===== src/rtl/alu_op_sequencer.sv =====
// Issue/sequencing front end for the 32-bit ALU: accepts one op, holds it on the ALU
// for its execution latency, captures the result and returns it over valid/ready.
module alu_op_sequencer #(
   parameter int WIDTH   = 32,
   parameter int MUL_LAT = 4,
   parameter int CNT_W   = 16
) (
   input  logic             clk,
   input  logic             rst,
   input  logic             in_valid,
   output logic             in_ready,
   input  logic [3:0]       in_op,
   input  logic [WIDTH-1:0] in_a,
   input  logic [WIDTH-1:0] in_b,
   output logic [3:0]       alu_op,
   output logic [WIDTH-1:0] alu_a,
   output logic [WIDTH-1:0] alu_b,
   input  logic [WIDTH-1:0] alu_result,
   output logic             out_valid,
   input  logic             out_ready,
   output logic [WIDTH-1:0] out_result,
   output logic [3:0]       out_op,
   output logic             out_err,
   output logic             busy,
   output logic [CNT_W-1:0] ops_done
);

   typedef enum logic [1:0] {IDLE, EXEC, DONE} state_t;

   localparam logic [3:0] OP_MUL  = 4'd8;
   localparam logic [3:0] OP_MAX  = 4'd10;
   localparam logic [3:0] OP_NOP  = 4'd15;
   localparam logic [3:0] MUL_CNT = 4'(MUL_LAT - 1);

   state_t     state, state_nxt;
   logic [3:0] op_r;
   logic [3:0] cnt;
   logic       accept;
   logic       op_legal;
   logic       exec_last;

   assign in_ready  = (state == IDLE) || (state == DONE && out_ready);
   assign accept    = in_valid && in_ready;
   assign op_legal  = in_op <= OP_MAX;
   assign exec_last = (state == EXEC) && (cnt == 4'd0);
   assign out_valid = (state == DONE);
   assign busy      = (state != IDLE);
   assign alu_op    = (state == EXEC) ? op_r : OP_NOP;

   always_ff @(posedge clk) begin
      if (rst) state <= IDLE;
      else     state <= state_nxt;
   end

   always_comb begin
      state_nxt = state;
      case (state)
         IDLE: if (in_valid) state_nxt = op_legal ? EXEC : DONE;
         EXEC: if (cnt == 4'd0) state_nxt = DONE;
         DONE: begin
            // a handoff may be overlapped with the next accept
            if (out_ready) begin
               if (!in_valid)     state_nxt = IDLE;
               else if (op_legal) state_nxt = EXEC;
               else               state_nxt = DONE;
            end
         end
         default: state_nxt = IDLE;
      endcase
   end

   always_ff @(posedge clk) begin
      if (rst) begin
         op_r       <= '0;
         cnt        <= '0;
         alu_a      <= '0;
         alu_b      <= '0;
         out_result <= '0;
         out_op     <= '0;
         out_err    <= 1'b0;
      end else if (accept) begin
         op_r  <= in_op;
         alu_a <= in_a;
         alu_b <= in_b;
         cnt   <= (in_op == OP_MUL) ? MUL_CNT : 4'd0;
         // rejected opcodes skip EXEC and report straight away
         if (!op_legal) begin
            out_result <= '0;
            out_op     <= in_op;
            out_err    <= 1'b1;
         end
      end else if (exec_last) begin
         out_result <= alu_result;
         out_op     <= op_r;
         out_err    <= 1'b0;
      end else if (state == EXEC) begin
         cnt <= cnt - 4'd1;
      end
   end

   always_ff @(posedge clk) begin
      if (rst)                         ops_done <= '0;
      else if (out_valid && out_ready) ops_done <= ops_done + 1'b1;
   end

endmodule


===== config.mk =====
export PLATFORM = sky130hd
export DESIGN_NAME = alu_op_sequencer
export DESIGN_NICKNAME = d
export VERILOG_FILES = /design/src/rtl/alu_op_sequencer.sv
export SDC_FILE = /design/constraint.sdc
export NUM_CORES = 1
export LEC_CHECK = 0
export CORE_ASPECT_RATIO = 1.25
export CORE_UTILIZATION = 40
export DETAILED_ROUTE_END_ITERATION = 8
export PLACE_DENSITY_LB_ADDON = 0.05
export SYNTH_ARGS = -nofsm -noshare
export SYNTH_HDL_FRONTEND = slang
export SYNTH_SLANG_ARGS = --single-unit

===== constraint.sdc =====
create_clock -name clk -period 2 [get_ports clk]
set_input_delay 0.6 -clock clk [delete_from_list [all_inputs] [get_ports clk]]
set_output_delay 0.6 -clock clk [all_outputs]
set_load 0.01 [all_outputs]

---- Word level (Yosys, flattened, before mapping) ----
Index checks and enable logic that the tools add are counted.
word-level totals
  flip-flop bits (word level) ............. 127
  bits in latches ......................... 0
  memory bits (writable) .................. 0
  memory bits (read-only) ................. 0
  input bits .............................. 104
  output and inout port bits .............. 124
  word-level logic and storage cells ...... 52
  memories ................................ 0
cells by class
  add/subtract/negate cells ............... 2
  $mul .................................... 0
  divide/modulo/power cells ............... 0
  order comparisons ....................... 1
  eq/ne operators ......................... 8
  shift-type cells ........................ 0
  muxes and demuxes ....................... 20
  bitwise logic cells ..................... 0
  reduce and logical (&&, ||, !) cells .... 12
operators by type and width
  cell                     count
  $mux W32                 3
  $mux W4                  7
  $add A16 B1 Y16 const B  1
  $mux W2                  6
  $ne A2 B2 Y1 const B     3
  $pmux W2 S3              1
  $reduce_bool A2 Y1       3
  $eq A4 B4 Y1 const B     1
  $le A4 B4 Y1 const B     1
  $logic_not A4 Y1         1
  $ne A2 B1 Y1 const B     2
  $reduce_and A2 Y1        2
  $sub A4 B1 Y4 const B    1
  $logic_and A1 B1 Y1      3
  $mux W1                  3
  $reduce_and A3 Y1        1
  $eq A2 B1 Y1 const B     1
  $eq A2 B2 Y1 const B     1
  $logic_not A2 Y1         1
  $logic_or A1 B1 Y1       1

---- Depth between registers and ports, before layout ----
  depth after elaboration ................. 6
  mapped depth ............................ 7
  mapped depth without buffers ............ 6

---- Worst setup path before layout ----
No wires, ideal clock.
  path kind ............................... input-to-reg
  start ................................... in rst
  end ..................................... reg ops_done[10]
  arrival ................................. 1704 ps
  data required time ...................... 1872 ps
  setup slack ............................. 169 ps
  stages .................................. 5
  buffers on the path ..................... 4
  path through ............................ clkbuf_1 clkbuf_1 buf_1 buf_1 nor2_1
RTL lines
  element               RTL line  RTL
  from (decl)           9         input logic rst,
  to (signal assigned)  103       else if (out_valid && out_ready) ops_done <= ops_done + 1'b1;
  to (decl)             25        output logic [CNT_W-1:0] ops_done
No word-level cell between the ends.

---- Worst setup path in the final report ----
  start ................................... reg ops_done[5]
  end ..................................... out ops_done[5]
No word-level cell between the ends.

==> impl_metrics.csv <==
group,metric,value,unit
setup_path,crit_chain,"clkdlybuf4s50_1",
setup_path,critPathCaptureType,"output pin",
detailed_routing,first_pass_iters,8,
final_layout,nets,875,
min_path,hp-class,"flip-flop to flip-flop",
clock_tree,tritoncts,"yes",
place,placedCellCount,880,
detailed_routing,wl_per_cell,14.4,um
setup_path,crit_path_start,"ops_done[5]$_SDFFE_PP0P_",
final_layout,fin_util,70.9,%
sta,grt_setup_unrepaired,"no",
setup_path,worstSetupPathType,"flip-flop to output pin",
grt,grt_max_degree,33,
detailed_routing,ant_nets,0,
grt,grt_usage,22.3,%
clock_tree,clockBufferDepth,2,
detailed_routing,via_per_inst,4.94,
clock_tree,h-tree-depth,4,
place,io_buffers,227,
pwr,peakVddDrop,0.631,mV
floorplanning,ios,228,
synthesis,synth-seq-cells,127,
place,gp_congestion,0.763,
pwr,power.switching,1.65,mW
floorplanning,die_height,122,um
synthesis,ys_seq_area_share,55.0,%
pwr,p_sw_share,24.3,%
synthesis,synth_common_cells,"137 x nand2_1, 127 x dfxtp_1, 75 x a21oi_1",
sta,skew,0.0106,ns
final_layout,drive_gt1_share,12.7,%
grt,grt_pass1_vias,4397,
pwr,combPwrFrac,16.1,%
setup_path,worst-path-buf-inv,1,
setup_path,crit_path_start_kind,"flip-flop",
synthesis,syn_avg_cell_area,8.92,sq um
final_layout,n_antenna_cell,0,
setup_path,worst_ep_required_time,1.40,ns
final_layout,finalInstanceArea,0.00793,sq mm
setup_path,arrival,1.35,ns
setup_path,slowest_delay,0.56,ns
synthesis,synth_cells,518,
setup_path,critical_path.max_fanout,4,
synthesis,synth_fp_nets,624,
clock_tree,insertion_delay,0.40,ns
grt,grt_pass1_wl,21.3,mm
run,maxCapViolCount,0,
detailed_routing,totalWireLength,13.2,mm
place,dp_slack,-0.459,ns
floorplanning,dieArea,0.0120,sq mm
floorplanning,start_util,41.3,%
detailed_routing,vias,4529,
grt,antenna_found_initial,0,
pwr,power.leakage,3.10,nW
clock_tree,clock_tree.root_cell,"clkbuf_16",
sta,maxSlewViolCount,0,
sta,fin_ws,0.0500,ns
floorplanning,die_w,98.1,um
synthesis,synthFlopType,"dfxtp_1",
clock_tree,cts_sinks,127,
sta,fmax,513,MHz
setup_path,rr_startpoint,"cnt[0]$_SDFFE_PP0P_",
min_path,min_from,"alu_a[15]$_SDFFE_PP0P_",
clock_tree,cts_buffers,17,
synthesis,post_synth_main_area_contributors,"dfxtp_1 55%, nand2_1 11%, a21oi_1 8.1%, a22o_1 6.3%, nand2b_1 2.2%",
grt,grt_overflow,0,
run_status,failed_checks,"DRC",
sta,timing_hold_violations_final,0,
synthesis,ys_warn_count,0,
synthesis,synth_area_leader_cell,"dfxtp_1",
synthesis,synth_top_area_share,55.0,%
setup_path,crit_slowest_cell,"clkdlybuf4s50_1",
sta,setup_viol,0,
final_layout,fin_cells,917,
sta,worstMarginPinSlew,0.384,ns
pwr,finalPower,6.79,mW
synthesis,yosysMostFrequentCell,"nand2_1",
place,hpwl,9.58,mm
final_layout,syn2layout_area_growth,71.6,%
synthesis,async_reset_ff_share,0,%
floorplanning,rows,43,
pwr,powerDensity,856,mW/mm^2
run_status,outcome,"complete, but fails checks",
synthesis,synth_edf_count,0,
final_layout,fillerInstances,869,
synthesis,synth.cell_area,0.00462,sq mm
sta,min_period_over_period,97.5,%
place,placedInstanceArea,0.00729,sq mm
synthesis,synth_cell_type_count,39,
detailed_routing,drc,13,
detailed_routing,drtIter0Drc,135,
sta,fin_crit,1.95,ns
pwr,p_int,5.14,mW
pwr,p_clk_share,43.4,%
setup_path,cp_top_family,"buffers and inverters",
pwr,pwr-share-seq,40.6,%
floorplanning,core,0.0112,sq mm
clock_tree,cts.reportedPaths.clkPinSlew,0.06,ns
sta,max-slew-margin-rel,74.1,%
cell usage in the layout, fill, tap and decap left out, types with 6 or more instances in the layout:
cell | Yosys | layout
clkinvlp_4 | 0 | 7
o21ai_0 | 6 | 6
clkbuf_16 | 0 | 18
nand2_1 | 137 | 136
nor2b_1 | 9 | 9
clkdlybuf4s50_1 | 0 | 215
a21oi_1 | 75 | 74
buf_12 | 0 | 8
xor2_1 | 6 | 6
a22o_1 | 33 | 33
nor2_1 | 15 | 14
nand2b_1 | 16 | 15
nand3_1 | 8 | 8
buf_4 | 0 | 27
dfxtp_1 | 127 | 118
dfxtp_2 | 0 | 8
final cells by class:
type                       instances  area [sq um]  area share (%)
timing repair buffer             264          2650            33.4
sequential                       127          2560            32.2
multi-input combinational        356          1970            24.9
clock buffer                      18           429            5.41
tap                              135           169            2.13
clock inverter                    14           145            1.83
inverter                           3          11.3           0.142
tightest hold or removal path, stage by stage (launching register included):
cell     delay (ns)
dfxtp_1        0.30
nand2_1        0.05
a21oi_1        0.05
worst paths after layout:
| path | endpoint | slack, ns | cells after the start |
|---|---|---|---|
| hold reg to reg | alu_a[15]$_SDFFE_PP0P_ | 0.45 | 2 |
| hold / removal | alu_a[15]$_SDFFE_PP0P_ | 0.45 | 2 |
| setup reg to reg | out_result[3]$_SDFFE_PP0P_ | 0.16 | 9 |
| setup / recovery | ops_done[5] | 0.05 | 1 |
logic make-up after synthesis:
logic type | count (synthesis) | share of synthesized area, %
and+or+nand+nor | 213 | 21.0
AOI/OAI and AO/OA | 121 | 16.2
adders and majority gates | 2 | 0.541
xor gates and xnor gates | 11 | 2.08
muxes | 9 | 2.06
buffers and inverters | 35 | 3.06
DFF | 127 | 55.0
flip-flops by register name, indices dropped and copies added (netlist names):
name and flops:
alu_a 32, alu_b 32, cnt 4, op_r 4
ops_done 16, out_err 1, out_op 4, out_result 32
state 2
layer usage:
layer,routed length [um],part of all wire [%],GRT usage [%],up-vias
met4,114,0.86,7.18,0
met1,5050,38,25.3,2098
met3,1090,8.2,8.03,11
met2,7000,53,39.0,158
met5,0,0,0,-
li1,-,-,-,2262
power groups by stage:
stage	Combinational (mW)	Clock, mW	Sequential, mW
2_1_floorplan	0.345	0	2.86
3_3_place_gp	1.07	0	2.80
3_5_place_dp	1.08	0	2.81
4_1_cts	1.08	3.00	2.75
5_1_grt	1.19	3.11	2.77
6_report	1.09	2.94	2.76
through the flow:
stage | setup TNS (ns) | hold WS, ns
floorplan | 0 | 0.459
global placement | -18.37 | 0.441
detailed placement | -22.77 | 0.446
CTS | -0.0707 | 0.454
global route | 0 | 0.466
finish | 0 | 0.452
repair_timing:
item	CTS	global route
pin swaps	0	1
resized for setup	19	18
gates cloned	0	1
setup buffers	1	3
endpoints found under the setup margin	14	15
hold buffers	0	0
No activity file was read; power rests on OpenSTA's default activity.
